## src/rtl/nts_api_pkg.sv

```systemverilog
// Shared constants and state encoding for the API bus arbiter.
package nts_api_pkg;

  localparam int unsigned API_ADDR_BITS = 8;
  localparam int unsigned API_DATA_BITS = 32;

  // Wide enough for the largest supported read latency (7).
  localparam int unsigned LAT_BITS = 3;

  typedef enum logic [1:0] {
    IDLE  = 2'd0,
    ISSUE = 2'd1,
    WAIT  = 2'd2,
    DONE  = 2'd3
  } arb_state_t;

endpackage : nts_api_pkg

```

## src/rtl/nts_api_arbiter_if.sv

```systemverilog
// Master-side request/ack signals and the API slave fabric signals of the
// arbiter, bundled so the arbiter and its neighbours share one port list.
interface nts_api_arbiter_if
  import nts_api_pkg::*;
#(
  parameter int unsigned NUM_MASTERS    = 2,
  parameter int unsigned API_SLAVE_BITS = 1
);

  localparam int unsigned NUM_SLAVES = 2**API_SLAVE_BITS;

  // Master side
  logic [NUM_MASTERS-1:0]                i_req;
  logic [NUM_MASTERS-1:0]                i_we;
  logic [API_SLAVE_BITS*NUM_MASTERS-1:0] i_slave;
  logic [API_ADDR_BITS*NUM_MASTERS-1:0]  i_address;
  logic [API_DATA_BITS*NUM_MASTERS-1:0]  i_write_data;
  logic [NUM_MASTERS-1:0]                o_ack;
  logic [API_DATA_BITS-1:0]              o_read_data;
  logic                                  o_busy;

  // API slave fabric side
  logic [NUM_SLAVES-1:0]                 o_api_cs;
  logic                                  o_api_we;
  logic [API_ADDR_BITS-1:0]              o_api_address;
  logic [API_DATA_BITS-1:0]              o_api_write_data;
  logic [API_DATA_BITS*NUM_SLAVES-1:0]   i_api_read_data;

  // Arbiter view
  modport slave (
    input  i_req, i_we, i_slave, i_address, i_write_data, i_api_read_data,
    output o_ack, o_read_data, o_busy,
    output o_api_cs, o_api_we, o_api_address, o_api_write_data
  );

  // Environment view: the requesting masters plus the slave fabric
  modport master (
    output i_req, i_we, i_slave, i_address, i_write_data, i_api_read_data,
    input  o_ack, o_read_data, o_busy,
    input  o_api_cs, o_api_we, o_api_address, o_api_write_data
  );

endinterface : nts_api_arbiter_if

```

## src/rtl/nts_api_rr_arbiter.sv

```systemverilog
// Combinational round-robin pick: first requester strictly after last_grant,
// wrapping explicitly at NUM_MASTERS-1 so non-power-of-two counts work.
module nts_api_rr_arbiter #(
  parameter int unsigned NUM_MASTERS = 2,
  parameter int unsigned MASTER_BITS = 1
) (
  input  logic [NUM_MASTERS-1:0] req,
  input  logic [MASTER_BITS-1:0] last_grant,
  output logic [NUM_MASTERS-1:0] grant,
  output logic [MASTER_BITS-1:0] grant_index,
  output logic                   grant_valid
);

  localparam logic [MASTER_BITS-1:0] LAST_INDEX = MASTER_BITS'(NUM_MASTERS - 1);

  logic [MASTER_BITS-1:0] cand;

  // Walk the candidates starting after last_grant; the first hit wins.
  always_comb begin
    grant       = '0;
    grant_index = '0;
    grant_valid = 1'b0;
    cand        = last_grant;
    for (int unsigned step = 0; step < NUM_MASTERS; step++) begin
      cand = (cand == LAST_INDEX) ? '0 : cand + MASTER_BITS'(1);
      if (!grant_valid && req[cand]) begin
        grant_valid = 1'b1;
        grant_index = cand;
      end
    end
    for (int unsigned m = 0; m < NUM_MASTERS; m++) begin
      grant[m] = grant_valid && (grant_index == MASTER_BITS'(m));
    end
  end

endmodule : nts_api_rr_arbiter

```

## src/rtl/nts_api_arbiter.sv

```systemverilog
// Shares the internal API bus between several masters. One transaction at a
// time: round-robin grant, single-cycle chip-select strobe, optional fixed
// read latency, then a one-cycle ack to the granted master.
module nts_api_arbiter
  import nts_api_pkg::*;
#(
  parameter int unsigned NUM_MASTERS    = 2,
  parameter int unsigned MASTER_BITS    = 1,
  parameter int unsigned API_SLAVE_BITS = 1,
  parameter int unsigned READ_LATENCY   = 0
) (
  input logic              i_clk,
  input logic              i_areset_n,
  nts_api_arbiter_if.slave bus
);

  localparam int unsigned NUM_SLAVES = 2**API_SLAVE_BITS;

  arb_state_t state;
  arb_state_t state_nxt;

  logic [NUM_MASTERS-1:0]    rr_grant;
  logic [MASTER_BITS-1:0]    rr_index;
  logic                      rr_valid;

  logic [MASTER_BITS-1:0]    last_grant;
  logic [NUM_MASTERS-1:0]    grant_q;
  logic                      we_q;
  logic [API_SLAVE_BITS-1:0] slave_q;
  logic [API_ADDR_BITS-1:0]  address_q;
  logic [API_DATA_BITS-1:0]  write_data_q;
  logic [API_DATA_BITS-1:0]  read_data_q;
  logic [LAT_BITS-1:0]       lat_cnt;

  logic                      sel_we;
  logic [API_SLAVE_BITS-1:0] sel_slave;
  logic [API_ADDR_BITS-1:0]  sel_address;
  logic [API_DATA_BITS-1:0]  sel_write_data;
  logic [API_DATA_BITS-1:0]  slave_read_data;
  logic [NUM_SLAVES-1:0]     api_cs;
  logic                      sample_read;
  logic                      accept;

  nts_api_rr_arbiter #(
    .NUM_MASTERS (NUM_MASTERS),
    .MASTER_BITS (MASTER_BITS)
  ) u_rr (
    .req         (bus.i_req),
    .last_grant  (last_grant),
    .grant       (rr_grant),
    .grant_index (rr_index),
    .grant_valid (rr_valid)
  );

  assign accept = (state == IDLE) && rr_valid;

  // Select the request fields of the master picked this cycle.
  always_comb begin
    sel_we         = 1'b0;
    sel_slave      = '0;
    sel_address    = '0;
    sel_write_data = '0;
    for (int unsigned m = 0; m < NUM_MASTERS; m++) begin
      if (rr_grant[m]) begin
        sel_we         = bus.i_we[m];
        sel_slave      = bus.i_slave[m*API_SLAVE_BITS +: API_SLAVE_BITS];
        sel_address    = bus.i_address[m*API_ADDR_BITS +: API_ADDR_BITS];
        sel_write_data = bus.i_write_data[m*API_DATA_BITS +: API_DATA_BITS];
      end
    end
  end

  // Read-data slice of the captured slave.
  always_comb begin
    slave_read_data = '0;
    for (int unsigned s = 0; s < NUM_SLAVES; s++) begin
      if (slave_q == API_SLAVE_BITS'(s)) begin
        slave_read_data = bus.i_api_read_data[s*API_DATA_BITS +: API_DATA_BITS];
      end
    end
  end

  // State register.
  always_ff @(posedge i_clk or negedge i_areset_n) begin
    if (!i_areset_n) begin
      state <= IDLE;
    end else begin
      state <= state_nxt;
    end
  end

  // Next state and read-sample strobe.
  always_comb begin
    state_nxt   = state;
    sample_read = 1'b0;
    unique case (state)
      IDLE: begin
        if (rr_valid) begin
          state_nxt = ISSUE;
        end
      end
      ISSUE: begin
        if (we_q) begin
          state_nxt = DONE;
        end else if (READ_LATENCY == 0) begin
          sample_read = 1'b1;
          state_nxt   = DONE;
        end else begin
          state_nxt = WAIT;
        end
      end
      WAIT: begin
        // Counter hits zero on this edge: sample READ_LATENCY cycles after ISSUE.
        if (lat_cnt == LAT_BITS'(1)) begin
          sample_read = 1'b1;
          state_nxt   = DONE;
        end
      end
      DONE: begin
        state_nxt = IDLE;
      end
      default: begin
        state_nxt = IDLE;
      end
    endcase
  end

  // Grant capture, round-robin pointer, latency counter and read register.
  always_ff @(posedge i_clk or negedge i_areset_n) begin
    if (!i_areset_n) begin
      last_grant   <= MASTER_BITS'(NUM_MASTERS - 1);
      grant_q      <= '0;
      we_q         <= 1'b0;
      slave_q      <= '0;
      address_q    <= '0;
      write_data_q <= '0;
      read_data_q  <= '0;
      lat_cnt      <= '0;
    end else begin
      if (accept) begin
        last_grant   <= rr_index;
        grant_q      <= rr_grant;
        we_q         <= sel_we;
        slave_q      <= sel_slave;
        address_q    <= sel_address;
        write_data_q <= sel_write_data;
      end
      if (state == ISSUE) begin
        lat_cnt <= LAT_BITS'(READ_LATENCY);
      end else if (state == WAIT) begin
        lat_cnt <= lat_cnt - LAT_BITS'(1);
      end
      if (sample_read) begin
        read_data_q <= slave_read_data;
      end
    end
  end

  // One-hot chip-select, live only during ISSUE.
  always_comb begin
    api_cs = '0;
    if (state == ISSUE) begin
      for (int unsigned s = 0; s < NUM_SLAVES; s++) begin
        api_cs[s] = (slave_q == API_SLAVE_BITS'(s));
      end
    end
  end

  assign bus.o_api_cs         = api_cs;
  assign bus.o_api_we         = (state == ISSUE) && we_q;
  assign bus.o_api_address    = address_q;
  assign bus.o_api_write_data = write_data_q;
  assign bus.o_ack            = (state == DONE) ? grant_q : '0;
  assign bus.o_read_data      = read_data_q;
  assign bus.o_busy           = (state != IDLE);

endmodule : nts_api_arbiter

```

## src/flat_wrapper.sv

```systemverilog
// flat-port wrapper written by rule: the top's interface ports become plain ports
module nts_api_arbiter_flat import nts_api_pkg::*;
#(
  parameter int unsigned NUM_MASTERS    = 2,
  parameter int unsigned MASTER_BITS    = 1,
  parameter int unsigned API_SLAVE_BITS = 1,
  parameter int unsigned READ_LATENCY   = 0
)
  (i_clk, i_areset_n, bus_i_req, bus_i_we, bus_i_slave, bus_i_address, bus_i_write_data, bus_i_api_read_data, bus_o_ack, bus_o_read_data, bus_o_busy, bus_o_api_cs, bus_o_api_we, bus_o_api_address, bus_o_api_write_data);
  nts_api_arbiter_if #(.NUM_MASTERS(NUM_MASTERS), .API_SLAVE_BITS(API_SLAVE_BITS)) bus_i ();
  input logic i_clk;
  input logic i_areset_n;
  input wire logic [$bits(bus_i.i_req)-1:0] bus_i_req;
  input wire logic [$bits(bus_i.i_we)-1:0] bus_i_we;
  input wire logic [$bits(bus_i.i_slave)-1:0] bus_i_slave;
  input wire logic [$bits(bus_i.i_address)-1:0] bus_i_address;
  input wire logic [$bits(bus_i.i_write_data)-1:0] bus_i_write_data;
  input wire logic [$bits(bus_i.i_api_read_data)-1:0] bus_i_api_read_data;
  output wire logic [$bits(bus_i.o_ack)-1:0] bus_o_ack;
  output wire logic [$bits(bus_i.o_read_data)-1:0] bus_o_read_data;
  output wire logic [$bits(bus_i.o_busy)-1:0] bus_o_busy;
  output wire logic [$bits(bus_i.o_api_cs)-1:0] bus_o_api_cs;
  output wire logic [$bits(bus_i.o_api_we)-1:0] bus_o_api_we;
  output wire logic [$bits(bus_i.o_api_address)-1:0] bus_o_api_address;
  output wire logic [$bits(bus_i.o_api_write_data)-1:0] bus_o_api_write_data;
  assign bus_i.i_req = bus_i_req;
  assign bus_i.i_we = bus_i_we;
  assign bus_i.i_slave = bus_i_slave;
  assign bus_i.i_address = bus_i_address;
  assign bus_i.i_write_data = bus_i_write_data;
  assign bus_i.i_api_read_data = bus_i_api_read_data;
  assign bus_o_ack = bus_i.o_ack;
  assign bus_o_read_data = bus_i.o_read_data;
  assign bus_o_busy = bus_i.o_busy;
  assign bus_o_api_cs = bus_i.o_api_cs;
  assign bus_o_api_we = bus_i.o_api_we;
  assign bus_o_api_address = bus_i.o_api_address;
  assign bus_o_api_write_data = bus_i.o_api_write_data;
  nts_api_arbiter #(.NUM_MASTERS(NUM_MASTERS), .MASTER_BITS(MASTER_BITS), .API_SLAVE_BITS(API_SLAVE_BITS), .READ_LATENCY(READ_LATENCY)) u_core (.i_clk(i_clk), .i_areset_n(i_areset_n), .bus(bus_i));
endmodule
```

## config.mk

```make
export PLATFORM = sky130hd
export DESIGN_NAME = nts_api_arbiter_flat
export DESIGN_NICKNAME = d
export VERILOG_FILES = /design/src/rtl/nts_api_pkg.sv /design/src/rtl/nts_api_arbiter_if.sv /design/src/rtl/nts_api_rr_arbiter.sv /design/src/rtl/nts_api_arbiter.sv /design/src/flat_wrapper.sv
export SDC_FILE = /design/constraint.sdc
export NUM_CORES = 1
export LEC_CHECK = 0
export BUFFER_PORTS_ARGS = -buffer_cell sky130_fd_sc_hd__buf_2
export CORE_MARGIN = 5
export CORE_UTILIZATION = 41
export CTS_BUF_LIST = sky130_fd_sc_hd__clkbuf_4 sky130_fd_sc_hd__clkbuf_8
export CTS_CLUSTER_DIAMETER = 40
export DETAILED_ROUTE_END_ITERATION = 16
export PLACE_DENSITY_LB_ADDON = 0.15
export SYNTH_ARGS = -nofsm -noshare
export SYNTH_HDL_FRONTEND = slang
export SYNTH_HIERARCHICAL = 1
export SYNTH_SLANG_ARGS = --single-unit
```

## constraint.sdc

```tcl
create_clock -name i_clk -period 2 [get_ports i_clk]
set_input_delay 0 -clock i_clk [delete_from_list [all_inputs] [get_ports i_clk]]
set_output_delay 0 -clock i_clk [all_outputs]
set_load 0.02 [all_outputs]
```

* After elaboration in Yosys (flattened, before gate mapping)
Index checks and enable logic that the tools add are counted.
** Word-level totals
- Flip-flop bits (word level) :: 82
- Bits in latches :: 0
- Memory bits (writable) :: 0
- Bits in read-only memories :: 0
- Bits of input ports :: 152
- Output and inout bits :: 78
- Word-level logic and storage cells :: 61
- Memories kept :: 0
** Operators by class
- Add/subtract/negate cells :: 3
- Multipliers :: 0
- Divide/modulo/power cells :: 0
- $lt $le $gt $ge :: 2
- Eq/ne operators :: 6
- Shift-type cells :: 0
- Multiplexer cells :: 29
- Bitwise logic cells :: 2
- Reduce and logical (&&, ||, !) cells :: 10
** Operators with widths (number)
- $mux 32 :: 3
- $mux 1 :: 16
- $mux 8 :: 2
- $mux 2 :: 4
- $pmux 2 s4 :: 1
- $mux 3 :: 2
- $logic_and 1x1->1 :: 5
- $eq 2x2->1 const B :: 2
- $lt 1x2->1 const B :: 2
- $ne 2x1->1 const B :: 2
- $reduce_bool 2->1 :: 2
- $eq 3x1->1 const B :: 1
- $sub 3x1->3 const B :: 1
- $add 1x1->1 const B :: 2
- $eq 2x1->1 const B :: 1
- $logic_not 2->1 :: 1
- $not 1->1 :: 2
- $pmux 1 s2 :: 1
- $reduce_and 2->1 :: 1
- $logic_not 1->1 :: 1

* Longest topological paths before layout
- Depth after elaboration :: 12
- Mapped depth :: 7
- Gate-level depth less buffers :: 5

* Modules after synthesis
Netlist, hierarchy kept.
** Modules (own cells, without submodules)
- nts_api_arbiter :: times used 1, cells an instance 334, area an instance 3878.7 um^2, seq. area each 2053.2 um^2
- nts_api_rr_arbiter :: times used 1, cells an instance 5, area an instance 32.5 um^2, seq. area each 0.0 um^2

* Worst setup path after synthesis
OpenSTA, ideal clock, no wires.
- Kind :: register to register
- From :: register u_core.state[0]
- To :: register u_core.read_data_q[10], in the netlist u_core/bus.o_read_data[10]
- Library setup time :: 0.125 ns
- Data arrival time :: 1.785 ns
- Data required time :: 1.875 ns
- Setup slack :: 0.090 ns
- Cell stages (with the launch flop) :: 7
- Path buffers :: 1
- Clock period less this slack :: 1.910 ns
- Path through :: dfrtp_1 inv_1 ha_1 and3b_1 a41oi_2 buf_6 mux2_2
** On the way
- Word-level cells in the longest chain between the ends :: 2
- Elaborated cells between the ends (all ways) :: 3
- Classes of those cells :: eq/ne (2); mux (1)
** RTL lines
- start: declaration :: RTL line nts_api_arbiter.sv:19 : arb_state_t state;
- start signal: assignment :: RTL line nts_api_arbiter.sv:88 : state <= state_nxt;
- $eq 2x2->1 or $eq 2x1->1 (tied branches) :: RTL line nts_api_arbiter.sv:96 : unique case (state)
- $pmux 1 s2 (*) :: RTL line nts_api_arbiter.sv:96
- end signal: assignment :: RTL line nts_api_arbiter.sv:154 : read_data_q <= slave_read_data;
- end: declaration :: RTL line nts_api_arbiter.sv:32 : logic [API_DATA_BITS-1:0] read_data_q;
Every way passes the cells marked *; elsewhere a longest branch is shown, timed or not.
A chain may end at the register's enable or synchronous reset.

* Worst setup path in the final report
- From :: register u_core.state[1]
- To :: register u_core.read_data_q[13], in the netlist u_core/bus.o_read_data[13]
Same word-level chain as after synthesis.

==> flow_summary.yaml <==
status:
  status: "complete, no violations"
timing:
  hold-worst-slack_ns: 0.01816
  max-slew-margin-rel_pct: 62.78
  skew_ns: 0.01455
  report.final.setup_viol: 0
  slew_violations: 0
  hold_viol_final: 0
  fin_ws_ns: 0.08168
  finalCriticalPeriod_ns: 1.918
  worstMarginPinSlew_ns: 0.5583
  clock.fmax_mhz: 521.3
  setup_tns_ns: 0
  layout_worst_path_cycle_share_pct: 95.92
  grt_setup_unrepaired: "no"
cells_and_area:
  n_fill_cell: 658
  fin_cells: 813
  drive_gt1_share_pct: 48.32
  syn2layout_area_growth_pct: 69.64
  utilization_pct: 71.47
  fin_area_mm2: 0.006635
  final_common_cell: "buf_2"
  multi_input_area_mm2: 0.001742
  layout.nets: 836
  layout_common_cells: "buf_2 (228), dlygate4sd3_1 (114), dfrtp_1 (81)"
  seq_area_mm2: 0.002053
worst_hold_path:
  hp-class: "in2reg"
  whs_path_depth: 3
floorplan:
  rows: 35
  die_w_um: 107.7
  die_y_um: 107.7
  io_pins: 230
  initial_core_util_pct: 42.13
  dieArea_mm2: 0.01159
  core_area_mm2: 0.009284
logic_synthesis:
  yosysSeqAreaShare_pct: 52.50
  syn_area_mm2: 0.003911
  synth.avg_cell_area_um2: 11.54
  synth_cell_types: 28
  yosysWarningCount: 6
  synth_cells: 339
  ys_ff_latch: 82
  syn_nets: 497
clocking:
  cts_buffers: 9
  cts_buffer_depth: 2
  cts.sinks: 82
  cts_tree: "done"
  clk_pin_slew_worst_paths_ns: 0.09
  clk_latency_ns: 0.35
  clockRootBuffer: "clkbuf_8"
  htreeDepth: 3
critical_path:
  arrival_ns: 2.14
  cp-start-kind: "flop"
  slowest_stage: "dfrtp_1"
  worst_ep_required_time_ns: 2.22
  r2r_cells: 6
  endpoint_kind: "flop"
  max_stage_delay_ns: 0.42
  cp_max_fo: 16
  cp_cell_sequence: "inv_1 -> ha_4 -> buf_4 -> a41oi_4 -> buf_12 -> mux2_2"
  path_class: "reg2reg"
pwr:
  powerDensity_mw_per_mm2: 1391
  p_leak_nw: 3.150
  ir_drop_uv: 648.1
  power_mw: 9.231
routing:
  drtPass1Iterations: 4
  finalWirelength_mm: 13.89
  drc: 0
  wl_per_cell_um: 17.09
  via_per_inst: 4.925
  vias: 4004
  antenna_left: 0
  drt_iter0_drc: 218
global_routing:
  grt_max_degree: 60
  grt_pass1_vias: 4373
  grt-ovfl-total: 0
  grt_pass1_wl_mm: 21.26
  grt_usage_pct: 23.38
  antenna_found_initial: 0
placed_design:
  place.detailed.hpwl_mm: 8.270
  port_buffers: 229
  post_dp_cell_area_mm2: 0.005234
  gp_congestion: 0.7646
  dpl_worst_slack_ns: 0.08112
  place_inst: 679
flow_run:
  maxCapViolations: 0
-- worst max-delay path: cells and delay by family (launching register included) --
family / cells / cell delay [ns]
buffers and inverters: 3 / 0.47
DFF: 1 / 0.42
muxes: 1 / 0.34
AOI/OAI and AO/OA: 1 / 0.33
adders and majority gates: 1 / 0.22
-- final timing paths --
check,start,to,slack [ns]
max in group asynchronous,i_areset_n,u_core/last_grant,1.14
min reg2reg,u_core/bus.o_read_data[28],u_core/bus.o_read_data[28],0.50
min in group asynchronous,i_areset_n,u_core/bus.o_api_address[3],0.18
max,u_core/state[1],u_core/bus.o_read_data[13],0.08
min,bus_i_api_read_data[61],u_core/bus.o_read_data[29],0.02
max reg2reg,u_core/state[1],u_core/bus.o_read_data[13],0.08
-- registers in the layout, summed over array words and instances (netlist names), 2 cells and up --
name	cells
u_core/bus.o_api_address	8
u_core/bus.o_api_write_data	32
u_core/bus.o_read_data	32
u_core/state	2
u_core/grant_q	2
u_core/lat_cnt	3
-- cells in the mapped netlist --
library cell	count	area, µm²
nand2_1	2	7.510
inv_1	7	26.28
a21boi_0	2	15.01
buf_6	3	33.78
buf_4	1	7.510
mux2i_1	2	20.02
nor2b_1	2	12.51
a21boi_1	1	7.510
dfrtp_1	81	2027
a41oi_2	1	16.27
dfstp_2	1	26.28
a2bb2oi_1	1	8.760
nand3b_1	1	7.510
mux2_1	4	45.04
mux2_2	65	732.0
or2_1	1	6.260
a22oi_1	41	307.8
o22ai_1	2	12.51
a31oi_1	1	6.260
buf_1	1	3.750
nand2b_1	2	12.51
clkbuf_1	15	56.30
nor2_1	42	157.7
ha_1	6	75.07
a21oi_1	41	205.2
and3b_1	1	8.760
and2_1	5	31.28
buf_2	7	35.03
-- power breakdown --
group,switching [mW],internal [mW],leakage [nW]
Combinational,2.82,2.22,2.11
Clock,0.585,0.620,0.0931
Sequential,0.443,2.54,0.949
-- layer usage --
| layer | wire length (µm) | vias up | share of wire (%) | track usage (%) |
|---|---|---|---|---|
| li1 | - | 1888 | - | - |
| met1 | 5464 | 1847 | 39 | 26.94 |
| met2 | 6604 | 239 | 48 | 39.43 |
| met3 | 1510 | 30 | 11 | 7.978 |
| met4 | 314 | 0 | 2.3 | 10.01 |
| met5 | 0 | - | 0 | 0 |
-- kinds of logic after synthesis --
kind of cell	after synthesis	share of synthesized area (%)
AOI/OAI and AO/OA	90	14.81
DFF	82	52.50
adders and majority gates	6	1.919
buffers and inverters	34	4.159
and+or+nand+nor	56	6.238
muxes	71	20.38
-- layout make-up --
cell class | count | share of cell area, %
Timing Repair Buffer | 355 | 36.94
Multi-Input combinational cell | 223 | 26.25
Antenna cell | 1 | 0.03771
Tap cell | 129 | 2.433
Clock buffer | 12 | 2.206
Clock inverter | 4 | 0.7920
Inverter | 7 | 0.3960
Sequential cell | 82 | 30.94
-- what timing repair did --
action,in CTS,in global routing
setup endpoints to repair,0,19
setup buffers,0,1
gates resized for setup,0,3
endpoints found under the hold margin,97,0
hold buffers,114,0
Power figures use the tool's default switching activity.
